==> config.mk <==
export PLATFORM = sky130hd
export DESIGN_NAME = sum_accum_beta
export DESIGN_NICKNAME = d
export VERILOG_FILES = /design/src/rtl/sum_accum_beta_pkg.sv /design/src/rtl/sum_accum_beta.sv
export SDC_FILE = /design/constraint.sdc
export NUM_CORES = 1
export LEC_CHECK = 0
export BUFFER_PORTS_ARGS = -buffer_cell sky130_fd_sc_hd__buf_2
export CELL_PAD_IN_SITES_DETAIL_PLACEMENT = 0
export CELL_PAD_IN_SITES_GLOBAL_PLACEMENT = 1
export CORE_MARGIN = 1.5
export CORE_UTILIZATION = 32
export CTS_CLUSTER_SIZE = 28
export DETAILED_ROUTE_END_ITERATION = 10
export PLACE_DENSITY = 0.64
export SYNTH_ARGS = -nofsm -noshare
export SYNTH_HDL_FRONTEND = slang
export SYNTH_SLANG_ARGS = --single-unit
==> constraint.sdc <==
create_clock -name clock -period 3.6 [get_ports clock]
set_input_delay 0 -clock clock [delete_from_list [all_inputs] [get_ports clock]]
set_output_delay 0 -clock clock [all_outputs]
set_load 0.03 [all_outputs]
==> src/rtl/sum_accum_beta_pkg.sv <==
// Shared definitions for the sum accumulator: FSM state encoding and the
// default widths/batch size used by the adder-side wrapper.
package sum_accum_beta_pkg;

    localparam int DEF_DATA_W = 32;
    localparam int DEF_ACC_W  = 40;
    localparam int DEF_COUNT  = 4;

    typedef enum logic [1:0] {
        IDLE  = 2'd0,
        ACCUM = 2'd1,
        HOLD  = 2'd2
    } state_t;

endpackage

==> src/rtl/sum_accum_beta.sv <==
// Batch accumulator for the adder result stream: sums COUNT samples (or fewer
// on flush) and holds total, sample count and wrap flag until the sink takes it.
module sum_accum_beta
    import sum_accum_beta_pkg::*;
#(
    parameter int  DATA_W = DEF_DATA_W,
    parameter int  ACC_W  = DEF_ACC_W,
    parameter int  COUNT  = DEF_COUNT,
    localparam int CNT_W  = $clog2(COUNT + 1)
) (
    input  logic              clock,
    input  logic              reset,
    input  logic              in_valid,
    output logic              in_ready,
    input  logic [DATA_W-1:0] in_data,
    input  logic              flush,
    output logic              out_valid,
    input  logic              out_ready,
    output logic [ACC_W-1:0]  out_sum,
    output logic [CNT_W-1:0]  out_count,
    output logic              out_ovf
);

    state_t           state_q;
    state_t           state_d;
    logic [ACC_W-1:0] acc_q;
    logic [ACC_W-1:0] acc_base;
    logic [ACC_W-1:0] acc_n;
    logic [CNT_W-1:0] cnt_q;
    logic [CNT_W-1:0] cnt_base;
    logic [CNT_W-1:0] cnt_n;
    logic             ovf_q;
    logic             ovf_base;
    logic             ovf_n;
    logic [ACC_W:0]   data_ext;
    logic [ACC_W:0]   sum_ext;
    logic             in_fire;
    logic             out_fire;
    logic             close;

    assign out_valid = (state_q == HOLD);
    assign in_ready  = !out_valid || out_ready;
    assign in_fire   = in_valid && in_ready;
    assign out_fire  = out_valid && out_ready;

    // A sample accepted while a result is held always opens a fresh batch.
    always_comb begin
        data_ext             = '0;
        data_ext[DATA_W-1:0] = in_data;
        acc_base             = out_valid ? '0 : acc_q;
        cnt_base             = out_valid ? '0 : cnt_q;
        ovf_base             = out_valid ? 1'b0 : ovf_q;
        sum_ext              = {1'b0, acc_base} + data_ext;
        acc_n                = acc_base;
        cnt_n                = cnt_base;
        ovf_n                = ovf_base;
        if (in_fire) begin
            acc_n = sum_ext[ACC_W-1:0];
            cnt_n = cnt_base + CNT_W'(1);
            ovf_n = ovf_base | sum_ext[ACC_W];
        end
        close = (cnt_n == CNT_W'(COUNT)) || (flush && (cnt_n != '0));
    end

    always_comb begin
        state_d = state_q;
        if (close) begin
            state_d = HOLD;
        end else if (out_valid && !out_fire) begin
            state_d = HOLD;
        end else if (cnt_n != '0) begin
            state_d = ACCUM;
        end else begin
            state_d = IDLE;
        end
    end

    always_ff @(posedge clock) begin
        if (reset) begin
            state_q <= IDLE;
        end else begin
            state_q <= state_d;
        end
    end

    // Closing a batch moves the running totals into the output slice.
    always_ff @(posedge clock) begin
        if (reset) begin
            acc_q     <= '0;
            cnt_q     <= '0;
            ovf_q     <= 1'b0;
            out_sum   <= '0;
            out_count <= '0;
            out_ovf   <= 1'b0;
        end else if (close) begin
            acc_q     <= '0;
            cnt_q     <= '0;
            ovf_q     <= 1'b0;
            out_sum   <= acc_n;
            out_count <= cnt_n;
            out_ovf   <= ovf_n;
        end else begin
            acc_q     <= acc_n;
            cnt_q     <= cnt_n;
            ovf_q     <= ovf_n;
        end
    end

endmodule
Yosys cells after proc, flatten, opt, wreduce, memory -nomap -nowiden:

Cells that the tools add are included.

* input bits: 37
* flip-flop bits (word level): 90
* word-level logic and storage cells: 33

* muxes and demuxes: 9
* $add $sub $neg: 2
* bitwise operators: 1
* reduce and logical (&&, ||, !) cells: 11
* eq/ne operators: 2

Operators by type and width (count)
* $mux 40: 2
* $add 40x32->41: 1
* $mux 3: 2
* $logic_and 1x1->1: 4
* $mux 2: 2
* $add 3x1->3 const B: 1
* $eq 3x3->1 const B: 1
* $mux 1: 3
* $reduce_bool 3->1: 1
* $reduce_or 3->1: 1
* $eq 2x2->1 const B: 1
* $logic_not 1->1: 2
* $logic_or 1x1->1: 2
* $reduce_or 2->1: 1
* $or 1x1->1: 1

Depth between registers and ports, before layout:

Gate-level depths: netlist of run 1.

* depth in word-level cells: 9
* gate-level depth with buffers: 15
* gate-level depth less buffers: 13

Least setup slack after synthesis of run 1:

Ideal clock, no wire load.

* kind: reg2reg
* start point: reg state_q[0]
* end point: reg out_sum[34]
* arrival time: 3116 ps
* cell stages (with the launch flop): 16
* setup slack: 367 ps
* required time: 3483 ps
* clock period less this slack: 3233 ps
* cell sequence: dfxtp_1 -> nand2b_1 -> buf_6 -> clkbuf_1 -> and2_1 -> ha_1 -> inv_1 -> fa_1 -> nand2b_1 -> a21oi_1 -> o2111ai_1 -> a31oi_1 -> and3_4 -> o311ai_2 -> xnor2_1 -> a22o_1

* cells in the longest elaborated chain, start to end: 8
* elaborated cells between the ends (all ways): 14

RTL lines
* start, declared: line sum_accum_beta.sv:24 `state_t state_q;`
* start signal, assigned: line sum_accum_beta.sv:82 `state_q <= state_d;`
* $eq 2x2->1 *: line sum_accum_beta.sv:41 `assign out_valid = (state_q == HOLD);`
* parallel branches: the longest is 7 deep, another holds $add 40x32->41
* end signal, assigned: line sum_accum_beta.sv:99 `out_sum <= acc_n;`
* end, declared: line sum_accum_beta.sv:19 `output logic [ACC_W-1:0] out_sum,`

Mark *: on every way between the ends.
A chain may end at the register's enable or synchronous reset.

Final worst setup path of run 1:

* start point: reg state_q[0]
* end point: reg out_sum[24]

Same word-level chain as after synthesis.

==> results of run 1 <==
-- state kept, by name, indices dropped and copies added, names as in the netlist --
name       cells
out_count      3
cnt_q          3
acc_q         40
state_q        2
ovf_q          1
out_ovf        1
out_sum       40
-- layer usage --
metal | GRT usage [%] | up-vias | share of wire, %
met5 | 0 | - | 0
met4 | 7.16 | 0 | 2.1
met3 | 3.00 | 17 | 3.6
met2 | 28.4 | 82 | 46
met1 | 22.0 | 2204 | 48
li1 | - | 2423 | -
-- cell usage in the layout, fill, tap and decap left out, types with 3 or more instances in the layout --
master	instances
sky130_fd_sc_hd__and2_1	36
sky130_fd_sc_hd__a21o_1	11
sky130_fd_sc_hd__a21boi_0	3
sky130_fd_sc_hd__dfxtp_1	90
sky130_fd_sc_hd__inv_1	13
sky130_fd_sc_hd__a32oi_1	4
sky130_fd_sc_hd__ha_1	33
sky130_fd_sc_hd__buf_2	82
sky130_fd_sc_hd__a22oi_1	23
sky130_fd_sc_hd__xnor2_1	17
sky130_fd_sc_hd__and3_1	7
sky130_fd_sc_hd__a31oi_1	4
sky130_fd_sc_hd__o21ai_0	18
sky130_fd_sc_hd__a211oi_1	44
sky130_fd_sc_hd__a21oi_1	43
sky130_fd_sc_hd__clkbuf_16	9
sky130_fd_sc_hd__nand3_1	6
sky130_fd_sc_hd__inv_6	3
sky130_fd_sc_hd__o21bai_1	5
sky130_fd_sc_hd__o31ai_1	3
sky130_fd_sc_hd__o211ai_1	5
sky130_fd_sc_hd__and4_1	3
sky130_fd_sc_hd__buf_4	9
sky130_fd_sc_hd__o21a_1	6
sky130_fd_sc_hd__a211oi_2	3
sky130_fd_sc_hd__nand2b_1	7
sky130_fd_sc_hd__nand4_1	8
sky130_fd_sc_hd__xor2_1	13
sky130_fd_sc_hd__a22o_1	4
sky130_fd_sc_hd__nor2b_1	4
sky130_fd_sc_hd__nor3_1	7
sky130_fd_sc_hd__nor2_1	101
sky130_fd_sc_hd__nand2_1	32
-- report_power, final --
group          total (W)  switching, W  leakage [nW]  internal, W
sequential       0.00110     0.0000301         0.737      0.00107
combinational   0.000790      0.000509          1.79     0.000282
clock           0.000937      0.000442         0.136     0.000494
total            0.00283      0.000981          2.66      0.00185
-- tightest hold or removal path: stages --
cell                      delay [ps]
sky130_fd_sc_hd__buf_2            90
sky130_fd_sc_hd__nand2_1          60
sky130_fd_sc_hd__o21ai_0          70
sky130_fd_sc_hd__a22oi_1          90
sky130_fd_sc_hd__nor2_1          100
-- timing repair --
item / 4_1_cts / 5_1_grt
endpoints found under the setup margin: 0 / 5
hold endpoints to repair: 2 / 0
gates resized for setup: 0 / 1
hold buffers: 1 / 0
-- cell type report --
cell class / instances / area (um2) / area share [%]
diodes: 1 / 2.50 / 0.0406
clock buffers: 10 / 239 / 3.88
clock inverters: 6 / 50.0 / 0.812
inverters: 14 / 57.6 / 0.933
multi-input cells: 491 / 3260 / 52.8
flip-flops and latches: 90 / 1800 / 29.2
well taps: 216 / 270 / 4.38
repair buffers: 92 / 488 / 7.91
-- metrics by stage --
stage | hold slack (ps) | cells
floorplan | 96.6 | 628
global placement | 232 | 902
detailed placement | 233 | 902
CTS | 90.5 | 919
global route | 134 | 919
finish | 86.8 | 920
-- kinds of logic after synthesis --
group,synth area share (%)
muxes,0.589
AOI/OAI and AO/OA,26.6
and+or+nand+nor,20.9
xor gates and xnor gates,4.95
buffers and inverters,4.90
DFF,33.9
adders and majority gates,8.15
-- how the worst max path moves through the flow --
stage / start / endpoint / depth (start not counted)
final: state_q[0] / out_sum[24] / 12
after global routing: state_q[0] / acc_q[34] / 13
after CTS: state_q[0] / out_sum[34] / 13
after detailed placement: state_q[0] / out_sum[34] / 13
after global placement: state_q[0] / out_sum[34] / 13
after floorplan: state_q[0] / out_sum[34] / 15
==> flow_summary.ini, run 1 <==
[setup_path]
slowest_delay_ps = 390
crit_type = reg2reg
ff2ff_setup_slack_ps = 340
critPathTopFamily = compound AO/OA/AOI/OAI gates
cp_cell_sequence = nand2b_1 -> buf_4 -> and2_1 -> ha_1 -> a21oi_1 -> o31ai_1 -> a21o_1 -> a221oi_1 -> and2_1 -> o21ai_0 -> a211oi_1 -> a211oi_1
timing.rr.end = out_sum[24]
critPathBufInv = 1
worst_setup_path_end_kind = register
crit_path_top_delay_cell = sky130_fd_sc_hd__a221oi_1
critical_path_peak_fanout = 29
arrival_ps = 3490
timing.critical_path.required_ps = 3830
setup.worst_path.start_class = register
rr_worst_depth = 12
rr_startpoint = state_q[0]

[synthesis]
mappedNetlistNets = 699
synth_top_area_share_pct = 33.9
seq_area_frac_synth_pct = 33.9
synthCells = 628
post-synth-top-count-cell = sky130_fd_sc_hd__nor2_1
synth_largest_area_cell = sky130_fd_sc_hd__dfxtp_1
postSynthRegisterBits = 90
synth.top_cells.by_count = sky130_fd_sc_hd__nor2_1, sky130_fd_sc_hd__dfxtp_1, sky130_fd_sc_hd__a211oi_1
synth-async-reset-ratio_pct = 0
synthesis.area_um2 = 5310
synthesis.area_per_instance_um2 = 8.46
ys_dominant_reg_cell = sky130_fd_sc_hd__dfxtp_1
yosys.cell_types.count = 69
synth_enable_flop_cells = 0
synthesis.yosys.warnings = 0
ys_top_cells_by_area = sky130_fd_sc_hd__dfxtp_1, sky130_fd_sc_hd__ha_1, sky130_fd_sc_hd__nor2_1, sky130_fd_sc_hd__a211oi_1, sky130_fd_sc_hd__and2_1

[clock_network]
clk_pin_slew_ps = 70
clock_tree_from_tritoncts = yes
numCtsBuffers = 9
number_of_sinks_on_the_clock_net = 90
clock_latency_ps = 360
ctsRootBufferMaster = sky130_fd_sc_hd__clkbuf_16
cts_max_level = 3
clock_path_buffers = 2
postCtsSetupRepairBufs = 0

[routing]
wl_per_cell_um = 15.7
postRouteWirelength_um = 14500
dr_total_vias = 4726
final_antenna_violating_net_count = 0
drt_drc_violations_left = 0
routed_via_density = 5.14
detailedRoute.firstIterationViolations = 207
firstDrtPassIters = 4

[global_route]
global_route.usage.total_pct = 17.1
initial_antenna_violation_count = 0
number_of_global_route_vias_before_repair = 4735
grt.overflow.total = 0
grt_pass1_wl_um = 23900
grt_start_max_net_pins = 43

[floorplanning]
io_pins = 83
die_h_um = 132
die_w_um = 132
core_area_um2 = 16100
num_rows = 46
initial_utilization_pct = 33.1
die_area_um2 = 17400

[timing]
tightest_slew_ps = 607
fin_crit_sh_pct = 90.5
timing.slew.headroom_pct = 59.2
report.final.hold_viol_count = 0
finalMaxSlewViolations = 0
setup-tns-final_ps = 0
rsz_0062_raised_after_global_routing = no
period_minus_slack_ps = 3260
fmaxAchievable_ghz = 0.307
postLayoutSetupSlackWorst_ps = 341
final.setup_skew_ps = 10.9
report.final.setup_viol = 0

[final_layout]
layout_utilization_pct = 38.4
post_route_cells_drive_above_1_share_pct = 18.2
final_nets = 769
final_design_area_no_fill_um2 = 6170
area_growth_pct = 16.1
layout.filler_cells = 1665

[min_path]
worstHoldEndpoint = cnt_q[0]
hp-start = out_ready
hold_path_class = in2reg
worst_hold_path.num_cells = 5

[placement]
hpwlAfterDp_um = 10700
portBuffers = 82
placed_area_um2 = 5860
gp_routability_congestion = 0.863
pre_cts_ws_ps = 238

[pwr]
total_power_w = 0.00283
maximum_vdd_drop_mv = 0.222
cellLeakagePower_nw = 2.66
power_density_nw_per_um2 = 459

[status]
outcome = finished, final reports clean

[job]
drv.max_cap_violation_count = 0
Note: power is estimated with default switching activity, not from simulation.
==> run 2, diff against run 1 <==
--- a/config.mk
+++ b/config.mk
@@ -8,6 +8,7 @@
 export BUFFER_PORTS_ARGS = -buffer_cell sky130_fd_sc_hd__buf_2
 export CELL_PAD_IN_SITES_DETAIL_PLACEMENT = 0
 export CELL_PAD_IN_SITES_GLOBAL_PLACEMENT = 1
+export CORE_ASPECT_RATIO = 1.75
 export CORE_MARGIN = 1.5
 export CORE_UTILIZATION = 32
 export CTS_CLUSTER_SIZE = 28
==> constraint.sdc (replaced) <==
create_clock -name clock -period 3.6 [get_ports clock]
set_input_delay 0.18 -clock clock [delete_from_list [all_inputs] [get_ports clock]]
set_output_delay 0.18 -clock clock [all_outputs]
set_load 0.03 [all_outputs]
==> flow_summary.ini, run 2 (synthesis gave the netlist of run 1 again) <==
[final_layout]
layout.cells.most_common = sky130_fd_sc_hd__nor2_1
num_antenna_cells = 0
final_nets = 772
area_growth_pct = 17.3
reg_top3 = acc_q (40), out_sum (40)
post_layout_nonfiller_instances = 930
final_design_area_no_fill_um2 = 6230
final_cell_mix = sky130_fd_sc_hd__nor2_1, sky130_fd_sc_hd__dfxtp_1, sky130_fd_sc_hd__buf_2
post_route_cells_drive_above_1_share_pct = 18.7

[setup_path]
crit_path_top_delay_cell = sky130_fd_sc_hd__a211oi_2
setup.worst_path.start_class = register
worst_setup_path_end_kind = register
timing.critical_path.required_ps = 3850
arrival_ps = 3550
critical_path_peak_fanout = 24
critPathTopFamily = compound AO/OA/AOI/OAI gates
critPathBufInv = 2
slowest_delay_ps = 440
crit_type = reg2reg
cp_cell_sequence = nand2b_1 -> buf_4 -> nand2_1 -> inv_1 -> ha_1 -> a211oi_1 -> o211ai_1 -> a211oi_2 -> nor4_4 -> o21ai_1 -> a211oi_2 -> xor2_1 -> a211oi_1

[floorplanning]
core_area_um2 = 16400
io_pins = 83
die_h_um = 173
num_rows = 62
initial_utilization_pct = 32.5
die_area_um2 = 17400
die_w_um = 100

[placement]
placed_area_um2 = 5900
pre_cts_ws_ps = 235
numPlacedInstances = 914
gp_routability_congestion = 0.847
portBuffers = 82
hpwlAfterDp_um = 11700

[status]
outcome = finished, final reports clean

[routing]
detailedRoute.firstIterationViolations = 128
postRouteWirelength_um = 15200
dr_total_vias = 4855
wl_per_cell_um = 16.4
firstDrtPassIters = 4
routed_via_density = 5.22
drt_drc_violations_left = 0
final_antenna_violating_net_count = 0

[global_route]
grt_start_max_net_pins = 33
number_of_global_route_vias_before_repair = 4925
grt_pass1_wl_um = 24700
global_route.usage.total_pct = 18.0
grt.overflow.total = 0
initial_antenna_violation_count = 0

[pwr]
power_density_nw_per_um2 = 475
maximum_vdd_drop_mv = 0.238
cellLeakagePower_nw = 2.70

[timing]
timing.slew.headroom_pct = 54.8
finalMaxSlewViolations = 0
rsz_0062_raised_after_global_routing = no
postLayoutSetupSlackWorst_ps = 299
fin_crit_sh_pct = 91.7
report.final.setup_viol = 0
setup-tns-final_ps = 0
report.final.hold_viol_count = 0
final.setup_skew_ps = 12.0
tightest_slew_ps = 675
fmaxAchievable_ghz = 0.303
period_minus_slack_ps = 3300

[clock_network]
clock_latency_ps = 350
numCtsBuffers = 9
clk_pin_slew_ps = 80
clock_tree_from_tritoncts = yes
cts_max_level = 3
number_of_sinks_on_the_clock_net = 90
clock_path_buffers = 2
postCtsHoldBufs = 0
ctsRootBufferMaster = sky130_fd_sc_hd__clkbuf_16

[job]
drv.max_cap_violation_count = 0

[min_path]
hold_path_class = in2reg
-- run 2: changes by cell type in the layout (fill, tap and decap cells not counted), sizes merged --
cell	delta
clkinv	-1
diode	-1
buf	+4
bufinv	+2
inv	+1
clkinvlp	-2
dlygate4sd3	-1
-- run 2: layout make-up --
type                       count  area, um2
inverter                      14       57.6
timing repair buffer          95        508
tap                          224        280
fill                        1751      10100
clock buffer                  10        229
sequential                    90       1800
multi-input combinational    491       3260
clock inverter                 6       95.1
-- run 2: power by group --
group          switching (W)  internal [W]  leakage [nW]
logic               0.000515      0.000286          1.80
clock network       0.000435      0.000618         0.158
registers          0.0000317       0.00107         0.737
total               0.000982       0.00198          2.70
-- run 2: what timing repair did --
| item | 4_1_cts | 5_1_grt |
|---|---|---|
| endpoints found under the setup margin | 0 | 5 |
| resized for setup | 0 | 2 |
| endpoints found under the hold margin | 0 | 0 |
| setup buffers | 0 | 0 |
-- run 2: worst paths after layout --
path,from,to,slack [ps],cells after the start
worst max register to register,state_q[0],out_sum[33],300,13
worst min-delay path,flush,out_count[2],80,2
worst min register to register,out_sum[34],out_sum[34],480,1
worst max-delay path,state_q[0],out_sum[33],300,13
-- run 2: through the flow --
step           hold slack (ps)  total power [W]  utilization [%]
2_1_floorplan              277          0.00172                -
3_3_place_gp               439          0.00193             36.0
3_5_place_dp               450          0.00193             36.0
4_1_cts                   81.8          0.00300             38.0
5_1_grt                   85.3          0.00312             38.1
6_report                  83.3          0.00296             38.1
-- run 2: routing by layer --
layer | wire [um] | track usage [%] | vias to the layer above
met5 | 0 | 0 | -
met4 | 387 | 6.51 | 0
met3 | 419 | 2.98 | 27
met2 | 8270 | 33.7 | 81
met1 | 6170 | 19.7 | 2315
li1 | - | - | 2432
==> run 3, diff against run 2 <==
--- a/config.mk
+++ b/config.mk
@@ -5,6 +5,7 @@
 export SDC_FILE = /design/constraint.sdc
 export NUM_CORES = 1
 export LEC_CHECK = 0
+export ABC_AREA = 1
 export BUFFER_PORTS_ARGS = -buffer_cell sky130_fd_sc_hd__buf_2
 export CELL_PAD_IN_SITES_DETAIL_PLACEMENT = 0
 export CELL_PAD_IN_SITES_GLOBAL_PLACEMENT = 1
@@ -13,7 +14,7 @@
 export CORE_UTILIZATION = 32
 export CTS_CLUSTER_SIZE = 28
 export DETAILED_ROUTE_END_ITERATION = 10
-export PLACE_DENSITY = 0.64
+export PLACE_DENSITY = 0.68
 export SYNTH_ARGS = -nofsm -noshare
 export SYNTH_HDL_FRONTEND = slang
 export SYNTH_SLANG_ARGS = --single-unit
==> flow_summary.ini, run 3 <==
[routing]
firstDrtPassIters = 4
drt_drc_violations_left = 0
detailedRoute.firstIterationViolations = 270
wl_per_cell_um = 15.8
final_antenna_violating_net_count = 0
postRouteWirelength_um = 23000
routed_via_density = 4.57
dr_total_vias = 6667

[setup_path]
slowest_delay_ps = 450
timing.rr.end = out_sum[37]
worst_path_most_repeated_cell = sky130_fd_sc_hd__nand2_1
ff2ff_setup_slack_ps = 400
crit_path_end = out_sum[37]
critical_path_peak_fanout = 14
timing.critical_path.required_ps = 3870
arrival_ps = 3480
path_depth = 18
crit_type = reg2reg
worst_setup_path_end_kind = register
cp_cell_sequence = inv_1 -> nor2_4 -> buf_4 -> nor2_1 -> ha_1 -> nand2_1 -> nor2_1 -> nand2_1 -> nor2_1 -> nand2_1 -> nand3_1 -> nand2_1 -> nand2_1 -> nand2_1 -> nand2_1 -> nand2_1 -> nand2_1 -> nand2_1
critPathBufInv = 2
critPathTopFamily = simple AND/OR/NAND/NOR gates
crit_path_top_delay_cell = sky130_fd_sc_hd__nor2_4
rr_startpoint = state_q[1]
setup.worst_path.start = state_q[1]
rr_worst_depth = 18
setup.worst_path.start_class = register

[pwr]
power_density_nw_per_um2 = 392
maximum_vdd_drop_mv = 0.218
cellLeakagePower_nw = 4.20

[timing]
setup-tns-final_ps = 0
fin_crit_sh_pct = 89.0
finalMaxSlewViolations = 0
fmaxAchievable_ghz = 0.312
rsz_0062_raised_after_global_routing = no
final.setup_skew_ps = 8.81
period_minus_slack_ps = 3200
tightest_slew_ps = 577
report.final.setup_viol = 0
timing.slew.headroom_pct = 61.5
report.final.hold_viol_count = 0

[global_route]
number_of_global_route_vias_before_repair = 6594
grt.overflow.total = 0
grt_start_max_net_pins = 50
initial_antenna_violation_count = 0
grt_pass1_wl_um = 35400
global_route.usage.total_pct = 23.5

[synthesis]
synth.top_cells.by_count = sky130_fd_sc_hd__nand2_1, sky130_fd_sc_hd__inv_1, sky130_fd_sc_hd__nor2_1
synthesis.area_per_instance_um2 = 5.69
ys_top_cells_by_area = sky130_fd_sc_hd__dfxtp_1, sky130_fd_sc_hd__nand2_1, sky130_fd_sc_hd__inv_1, sky130_fd_sc_hd__nor2_1, sky130_fd_sc_hd__ha_1
seq_area_frac_synth_pct = 28.1
yosys.cell_types.count = 32
synthesis.yosys.warnings = 0
mappedNetlistNets = 1198
postSynthRegisterBits = 90
synthCells = 1127
synth_largest_area_cell = sky130_fd_sc_hd__dfxtp_1
synth-async-reset-ratio_pct = 0
synth_top_area_share_pct = 28.1
synthesis.area_um2 = 6410
post-synth-top-count-cell = sky130_fd_sc_hd__nand2_1
synth_enable_flop_cells = 0
ys_dominant_reg_cell = sky130_fd_sc_hd__dfxtp_1

[placement]
gp_routability_congestion = 0.953
portBuffers = 82
numPlacedInstances = 1443
hpwlAfterDp_um = 18900

[status]
outcome = finished, final reports clean

[floorplanning]
initial_utilization_pct = 32.6
die_area_um2 = 20900
die_w_um = 110
num_rows = 68
die_h_um = 190
core_area_um2 = 19700
io_pins = 83

[clock_network]
postCtsHoldBufs = 0
postCtsSetupRepairBufs = 0
ctsRootBufferMaster = sky130_fd_sc_hd__clkbuf_16
number_of_sinks_on_the_clock_net = 90
numCtsBuffers = 9
cts-resized-gates = 0
clock_tree_from_tritoncts = yes
clk_pin_slew_ps = 70
clock_latency_ps = 370
cts_max_level = 3
clock_path_buffers = 2

[final_layout]
num_antenna_cells = 0
reg_top3 = acc_q (40), out_sum (40)
post_route_cells_drive_above_1_share_pct = 11.3
layout.filler_cells = 2260
area_growth_pct = 15.0
final_cell_mix = sky130_fd_sc_hd__nand2_1, sky130_fd_sc_hd__inv_1, sky130_fd_sc_hd__nor2_1
final_nets = 1280
post_layout_nonfiller_instances = 1459
layout.cells.most_common = sky130_fd_sc_hd__nand2_1

[min_path]
hold_path_class = in2reg

[job]
drv.max_cap_violation_count = 0
-- run 3: changes by cell type in the layout (fill, tap and decap cells not counted), sizes merged, moves of 10 or more --
cell | before | now
and3 | 10 | 0
o21ai | 21 | 43
a21o | 11 | 0
nor2 | 101 | 119
a211oi | 47 | 0
inv | 17 | 208
a21oi | 44 | 59
and2 | 37 | 5
nand2 | 32 | 466
nand3 | 6 | 53
a22oi | 23 | 0
xnor2 | 17 | 0
-- run 3: kinds of logic (layout without fill, tap and decap cells) --
| group | Yosys count | count (layout) | share of synthesized area [%] |
|---|---|---|---|
| flops | 90 | 90 | 28.1 |
| fa+ha+maj | 34 | 34 | 6.76 |
| xor+xnor | 4 | 4 | 0.664 |
| compound gates | 110 | 110 | 8.94 |
| buf+inv | 230 | 317 | 14.2 |
| simple gates | 659 | 659 | 41.3 |
-- run 3: report_power, final --
group	internal [W]	switching [W]	leakage, nW
sequential	0.00106	0.0000218	0.732
clock	0.000478	0.000464	0.138
combinational	0.000256	0.000609	3.33
total	0.00179	0.00109	4.20
-- run 3: worst min path at each step --
| stage | startpoint | end | cells past startpoint |
|---|---|---|---|
| finish | reset | state_q[1] | 2 |
| global route | reset | state_q[1] | 2 |
| CTS | reset | state_q[1] | 2 |
| detailed placement | out_count[2] | out_count[2] | 2 |
| global placement | out_count[2] | out_count[2] | 2 |
| floorplan | reset | state_q[1] | 1 |
-- run 3: through the flow --
step / area [um2] / hold WS, ps / total power (W) / utilization (%) / worst slack, ps
2_1_floorplan: 6410 / 296 / 0.00169 / - / 977
3_3_place_gp: 7090 / 429 / 0.00198 / 36.1 / 319
3_5_place_dp: 7090 / 434 / 0.00198 / 36.1 / 384
4_1_cts: 7370 / 67.3 / 0.00292 / 37.5 / 372
5_1_grt: 7370 / 77.3 / 0.00306 / 37.5 / 112
6_report: 7370 / 73.8 / 0.00289 / 37.5 / 396
-- run 3: final cells by class --
cell class	instances	area (um2)	area share, %
Timing Repair Buffer	96	515	7.00
Sequential cell	90	1800	24.5
Tap cell	245	307	4.16
Clock buffer	10	229	3.11
Clock inverter	6	48.8	0.662
Inverter	205	772	10.5
Multi-Input combinational cell	807	3690	50.1
-- run 3: per-layer routing --
metal | vias to the layer above | share of wire, % | track usage, %
li1 | 3574 | - | -
met1 | 2939 | 37 | 23.2
met2 | 110 | 55 | 45.0
met3 | 44 | 2.7 | 2.64
met4 | 0 | 5.6 | 13.8
met5 | - | 0 | 0
